===== src/rtl/palette_pkg.sv =====
// Shared types, default palette contents and width helper for the palette engine.
// DEFAULT_PALETTE reproduces the legacy 8-color output with four shade patterns per color.
package palette_pkg;

   typedef struct packed {
      logic [1:0] r;
      logic [1:0] g;
      logic [1:0] b;
   } rgb_t;

   localparam int unsigned DEF_COLORS = 8;
   localparam int unsigned DEF_SUBPIX = 4;

   // Subpixel 0..2 are full/mid/dim shades; 3 is a pastel with the off channels at 01.
   localparam rgb_t DEFAULT_PALETTE [DEF_COLORS][DEF_SUBPIX] = '{
      '{6'b000000, 6'b000000, 6'b000000, 6'b010101},
      '{6'b000011, 6'b000010, 6'b000001, 6'b010111},
      '{6'b001100, 6'b001000, 6'b000100, 6'b011101},
      '{6'b001111, 6'b001010, 6'b000101, 6'b011111},
      '{6'b110000, 6'b100000, 6'b010000, 6'b110101},
      '{6'b110011, 6'b100010, 6'b010001, 6'b110111},
      '{6'b111100, 6'b101000, 6'b010100, 6'b111101},
      '{6'b111111, 6'b101010, 6'b010101, 6'b111111}
   };

   function automatic int unsigned clog2(input int unsigned n);
      int unsigned w;
      w = 1;
      while ((32'd1 << w) < n) w++;
      return w;
   endfunction

endpackage


===== src/rtl/palette_rotator.sv =====
// Frame-rate palette rotation: frame counter, rotation offset and index remap
// through the [ROT_LO, ROT_HI] window.
module palette_rotator
   import palette_pkg::*;
#(
   parameter int unsigned NUM_COLORS = 8,
   parameter int unsigned ROT_LO     = 2,
   parameter int unsigned ROT_HI     = 5,
   parameter int unsigned IDX_W      = clog2(NUM_COLORS)
) (
   input  logic             clk,
   input  logic             rst_n,
   input  logic             frame_start,
   input  logic             rot_en,
   input  logic             rot_clr,
   input  logic [3:0]       rot_period,
   input  logic [IDX_W-1:0] index,
   output logic [IDX_W-1:0] mapped
);

   localparam int unsigned SPAN    = ROT_HI - ROT_LO + 1;
   localparam int unsigned SPAN_M1 = SPAN - 1;
   localparam logic [IDX_W-1:0] OFF_MAX = SPAN_M1[IDX_W-1:0];
   localparam logic [IDX_W:0]   LO_X    = ROT_LO[IDX_W:0];
   localparam logic [IDX_W:0]   HI_X    = ROT_HI[IDX_W:0];
   localparam logic [IDX_W:0]   SPAN_X  = SPAN[IDX_W:0];
   localparam logic [IDX_W-1:0] LO_N    = ROT_LO[IDX_W-1:0];

   logic [3:0]       fcnt_q, fcnt_d;
   logic [IDX_W-1:0] rot_off_q, rot_off_d;
   logic [IDX_W:0]   idx_x, sum;

   always_ff @(posedge clk or negedge rst_n) begin
      if (!rst_n) begin
         fcnt_q    <= '0;
         rot_off_q <= '0;
      end else begin
         fcnt_q    <= fcnt_d;
         rot_off_q <= rot_off_d;
      end
   end

   always_comb begin
      fcnt_d    = fcnt_q;
      rot_off_d = rot_off_q;
      if (rot_clr) begin
         fcnt_d    = '0;
         rot_off_d = '0;
      end else if (!rot_en) begin
         fcnt_d = '0;
      end else if (frame_start) begin
         if (fcnt_q == rot_period) begin
            fcnt_d    = '0;
            rot_off_d = (rot_off_q == OFF_MAX) ? '0 : rot_off_q + 1'b1;
         end else begin
            fcnt_d = fcnt_q + 4'd1;
         end
      end
   end

   // One extra bit keeps index-ROT_LO+rot_off (< 2*SPAN) from overflowing.
   always_comb begin
      idx_x  = {1'b0, index};
      sum    = '0;
      mapped = index;
      if (idx_x >= LO_X && idx_x <= HI_X) begin
         sum = idx_x - LO_X + {1'b0, rot_off_q};
         if (sum >= SPAN_X) sum = sum - SPAN_X;
         mapped = LO_N + sum[IDX_W-1:0];
      end
   end

endmodule


===== src/rtl/palette_engine.sv =====
// Writable, rotatable palette lookup between the pattern generator and the VGA pins.
// Stage 1 remaps and registers the pixel; stage 2 reads the palette into the RGB registers.
module palette_engine
   import palette_pkg::*;
#(
   parameter int unsigned NUM_COLORS = 8,
   parameter int unsigned SUBPIX     = 4,
   parameter int unsigned BPC        = 2,
   parameter int unsigned ROT_LO     = 2,
   parameter int unsigned ROT_HI     = 5,
   parameter int unsigned IDX_W      = clog2(NUM_COLORS),
   parameter int unsigned SUB_W      = clog2(SUBPIX)
) (
   input  logic             clk,
   input  logic             rst_n,
   input  logic             pix_valid,
   input  logic             blank,
   input  logic [IDX_W-1:0] index,
   input  logic [SUB_W-1:0] subpixel,
   input  logic             frame_start,
   input  logic             rot_en,
   input  logic             rot_clr,
   input  logic [3:0]       rot_period,
   input  logic             wr_en,
   input  logic [IDX_W-1:0] wr_index,
   input  logic [SUB_W-1:0] wr_sub,
   input  logic [3*BPC-1:0] wr_data,
   output logic [BPC-1:0]   r,
   output logic [BPC-1:0]   g,
   output logic [BPC-1:0]   b,
   output logic             rgb_valid
);

   localparam int unsigned CW = 3 * BPC;
   localparam logic [IDX_W:0] NC_X = NUM_COLORS[IDX_W:0];

   // Channel bits are taken cyclically from the 2-bit defaults so any BPC resets sensibly.
   function automatic logic [CW-1:0] widen(input rgb_t c);
      logic [CW-1:0] res;
      res = '0;
      for (int ch = 0; ch < 3; ch++)
         for (int k = 0; k < int'(BPC); k++)
            res[ch*BPC + k] = c[ch*2 + (k % 2)];
      return res;
   endfunction

   logic [CW-1:0]    pal_q [NUM_COLORS][SUBPIX];
   logic [IDX_W-1:0] mapped;
   logic             s1_valid_q, s1_blank_q, s1_oor_q;
   logic [IDX_W-1:0] s1_mapped_q;
   logic [SUB_W-1:0] s1_sub_q;
   logic [CW-1:0]    rd, rgb_q;

   palette_rotator #(
      .NUM_COLORS (NUM_COLORS),
      .ROT_LO     (ROT_LO),
      .ROT_HI     (ROT_HI),
      .IDX_W      (IDX_W)
   ) u_rot (
      .clk         (clk),
      .rst_n       (rst_n),
      .frame_start (frame_start),
      .rot_en      (rot_en),
      .rot_clr     (rot_clr),
      .rot_period  (rot_period),
      .index       (index),
      .mapped      (mapped)
   );

   always_ff @(posedge clk or negedge rst_n) begin
      if (!rst_n) begin
         for (int i = 0; i < int'(NUM_COLORS); i++)
            for (int s = 0; s < int'(SUBPIX); s++)
               pal_q[i][s] <= widen(DEFAULT_PALETTE[i % DEF_COLORS][s % DEF_SUBPIX]);
      end else if (wr_en && ({1'b0, wr_index} < NC_X)) begin
         pal_q[wr_index][wr_sub] <= wr_data;
      end
   end

   always_ff @(posedge clk or negedge rst_n) begin
      if (!rst_n) begin
         s1_valid_q  <= 1'b0;
         s1_blank_q  <= 1'b0;
         s1_oor_q    <= 1'b0;
         s1_mapped_q <= '0;
         s1_sub_q    <= '0;
         rgb_q       <= '0;
         rgb_valid   <= 1'b0;
      end else begin
         s1_valid_q  <= pix_valid;
         s1_blank_q  <= blank;
         s1_oor_q    <= ({1'b0, index} >= NC_X);
         s1_mapped_q <= mapped;
         s1_sub_q    <= subpixel;
         rgb_q       <= rd;
         rgb_valid   <= s1_valid_q;
      end
   end

   // Read sees the palette as it was before any write landing on the same edge.
   always_comb begin
      rd = '0;
      if (s1_valid_q && !s1_blank_q && !s1_oor_q) rd = pal_q[s1_mapped_q][s1_sub_q];
   end

   assign r = rgb_q[CW-1 -: BPC];
   assign g = rgb_q[2*BPC-1 -: BPC];
   assign b = rgb_q[BPC-1:0];

endmodule


===== config.mk =====
export PLATFORM = sky130hd
export DESIGN_NAME = palette_engine
export DESIGN_NICKNAME = d
export VERILOG_FILES = /design/src/rtl/palette_pkg.sv /design/src/rtl/palette_rotator.sv /design/src/rtl/palette_engine.sv
export SDC_FILE = /design/constraint.sdc
export NUM_CORES = 1
export LEC_CHECK = 0
export CORE_MARGIN = 5
export CORE_UTILIZATION = 61
export DETAILED_ROUTE_END_ITERATION = 12
export PLACE_DENSITY = 0.83
export SETUP_SLACK_MARGIN = 0.15
export SLEW_MARGIN = 20
export SYNTH_ARGS = -nofsm -noshare
export SYNTH_HDL_FRONTEND = slang
export SYNTH_HIERARCHICAL = 1
export SYNTH_SLANG_ARGS = --single-unit

===== constraint.sdc =====
create_clock -name clk -period 2.3 [get_ports clk]
set_input_delay 0.46 -clock clk [delete_from_list [all_inputs] [get_ports clk]]
set_output_delay 0.46 -clock clk [all_outputs]
set_load 0.02 [all_outputs]

==> results of run 1 <==
[layout make-up]
type / count / area, um2
Clock inverter: 3 / 15.01
Tap cell: 220 / 275.3
Inverter: 9 / 33.78
Clock buffer: 37 / 678.2
Multi-Input combinational cell: 399 / 4394
Fill cell: 1037 / 4723
Sequential cell: 213 / 5441
Timing Repair Buffer: 91 / 845.8
[metal layers]
layer | vias up | wire length (um)
li1 | 2614 | -
met1 | 3099 | 9074
met2 | 174 | 11330
met3 | 45 | 1031
met4 | 0 | 580
met5 | - | 0
[critical path: cells and delay by family (launching register included)]
family,cells,cell delay (ps)
adders and majority gates,4,1110
buffers and inverters,2,100
xor gates and xnor gates,2,240
DFF,1,360
and+or+nand+nor,1,130
[state kept, by name, summed over array words and instances (netlist names)]
| register | cells |
|---|---|
| s1_blank_q | 1 |
| rgb_valid | 1 |
| pal_q | 192 |
| s1_valid_q | 1 |
| u_rot/fcnt_q | 4 |
| s1_sub_q | 2 |
| u_rot/rot_off_q | 3 |
| rgb_q | 6 |
| s1_mapped_q | 3 |
[cells by family (layout without fill, tap and decap cells)]
kind of cell,after synthesis,count (layout),synth area share (%)
AO/OA/AOI/OAI,36,36,2.466
XOR/XNOR,7,7,0.8303
adder cells (fa/ha/maj),8,8,1.041
buffers and inverters,43,140,2.764
flip-flops,213,213,53.84
multiplexers,260,260,34.19
AND/OR/NAND/NOR,88,88,4.870
[metrics by stage]
| stage | area, um2 | instances |
|---|---|---|
| floorplan | 10100 | 655 |
| global placement | 10970 | 931 |
| detailed placement | 10970 | 931 |
| CTS | 11670 | 971 |
| global route | 11680 | 972 |
| finish | 11680 | 972 |
[report_power, final]
part / internal (mW) / switching [mW]
Clock: 2.00 / 1.39
Combinational: 1.05 / 0.715
Sequential: 4.63 / 0.364
Total: 7.68 / 2.47
[cell usage in the layout, fill, tap and decap left out, drive strengths merged, types with 5 or more instances in the layout]
cell / n
a221o: 5
clkdlybuf4s50: 32
inv: 9
a21oi: 8
mux4: 43
nor2: 22
nand2b: 5
a31oi: 7
buf: 57
nand2: 26
dfrtp: 129
xnor2: 7
a22oi: 5
dfstp: 84
mux2i: 24
nand3b: 6
o21ai: 5
ha: 6
mux2: 193
clkbuf: 38
[worst max path at each step]
stage,cells past startpoint,end,slack [ps],startpoint
finish,9,s1_mapped_q[2],240,u_rot/rot_off_q[1]
global route,9,s1_mapped_q[2],160,u_rot/rot_off_q[1]
CTS,9,s1_mapped_q[2],170,u_rot/rot_off_q[1]
detailed placement,10,s1_mapped_q[2],-410,index[1]
global placement,9,s1_mapped_q[2],-350,index[1]
floorplan,8,s1_mapped_q[2],170,index[1]
[what timing repair did]
action                                  CTS  global route
hold endpoints to repair                  0             0
endpoints found under the setup margin    1             5
setup buffers                             0             1
pin swaps                                 3             0
gates resized for setup                   2             2
hold buffers                              0             0
==> flow_metrics.tcl, run 1 <==
set metrics [dict create \
    path_max_fanout 2 \
    cts_buffer_depth 3 \
    finalSetupViolations 0 \
    io_pins 35 \
    critPathMaxStageDelay_ps 360 \
    maxSlewHeadroom_pct 54.70 \
    synth_area_leaders "dfrtp_1 32%, dfstp_2 22%, mux2_2 22%" \
    slew_viol_final 0 \
    die_y_um 138.7 \
    ff2ff_setup_slack_ps 240 \
    clock-sinks 213 \
    ys_types 48 \
    cts-root-buf "clkbuf_16" \
    core_um2 16410 \
    cts_tree "done" \
    grt.overflow.total 0 \
    rsz0062_at_grt "false" \
    area_growth_pct 15.73 \
    yosysMostFrequentCell "mux2_2" \
    period_share_pct 89.73 \
    ys_ff_latch 213 \
    portBuffers 34 \
    endpoint_kind "register" \
    status "finished with violations" \
    fmax_mhz 484.6 \
    vias 5932 \
    finalWirelength_mm 22.02 \
    async_flop_share_pct 100.0 \
    synth_top_cell_by_area "dfrtp_1" \
    routedWlPerCell_um 22.66 \
    initial_core_util_pct 61.53 \
    grt.total_usage_pct 23.19 \
    synthCells 655 \
    hold_viol_final 2 \
    finalPower_mw 10.15 \
    post-route-util_pct 71.21 \
    htree_levels 1 \
    leakagePower_nw 5.051 \
    holdWs_ps -4.295 \
    cts_buffers 22 \
    place_congestion 0.8876 \
    top_usage_layer "met2" \
    postRouteAntennaNets 0 \
    crit_arrival_ps 2440 \
    syn_area_um2 10100 \
    ys_warn_count 6 \
    ys_top_cells_by_count "193 x mux2_2, 129 x dfrtp_1, 84 x dfstp_2, 26 x nand2_1" \
    drt-initial-drc-count 334 \
    r2r_start "u_rot/rot_off_q[1]" \
    startpoint_type "register" \
    clock_latency_ps 500 \
    power.density_nw_per_um2 869.0 \
    drc 0 \
    vias_per_cell 6.103 \
    grt_pass1_wl_mm 35.82 \
    drv_cap 0 \
    path_clk_slew_ps 60 \
    setup-tns-final_ps 0 \
    place_hpwl_mm 14.77 \
    violations "negative hold slack" \
    rr_endpoint "s1_mapped_q[2]" \
    synth_top_area_share_pct 31.97 \
    fin_skew_ps 7.349 \
    peakVddDrop_v 0.0005797 \
    hp-class "in2async" \
    required_ps 2670 \
    grt_pass1_vias 6444 \
    path_class "reg2reg" \
    met1_usage_pct 31.81 \
    die_x_um 138.7 \
    synth_edf_count 0 \
    grt_max_degree 77 \
    crit_top_cell "inv_1" \
    first_pass_iters 5 \
    antenna_found_initial 0 \
    final_net_count 771 \
    grt_use_met2_pct 38.90 \
    timing.final.crit_period_ps 2064 \
    tightestPinTransition_ps 679.5 \
    use_met3_pct 3.310 \
    rows 47 \
    layout_setup_ws_ps 236.3 \
    r2r_cells 9 \
    die_area_um2 19220 \
    antenna_cells 0 \
    pre_cts_ws_ps -409.4 \
    slowest_stage "dfrtp_1" \
    layout-drive-gt1-share_pct 54.52 \
    cp_cell_sequence "inv_1 > ha_1 > inv_1 > ha_2 > fa_2 > xnor2_2 > nor2_1 > xnor2_1 > maj3_1" \
    synthesis.nets 690 \
    synth_flop_cell "dfrtp_1" \
    seq_area_frac_synth_pct 53.84 \
    synth.avg_cell_area_um2 15.41 \
]
(Power assumes the default switching activity.)
==> inputs of run 2 (changes only) <==
GPL_ROUTABILITY_DRIVEN = 0   (was unset)
==> results of run 2 <==
The final DEF is identical to that of run 1; final timing and power are the same.
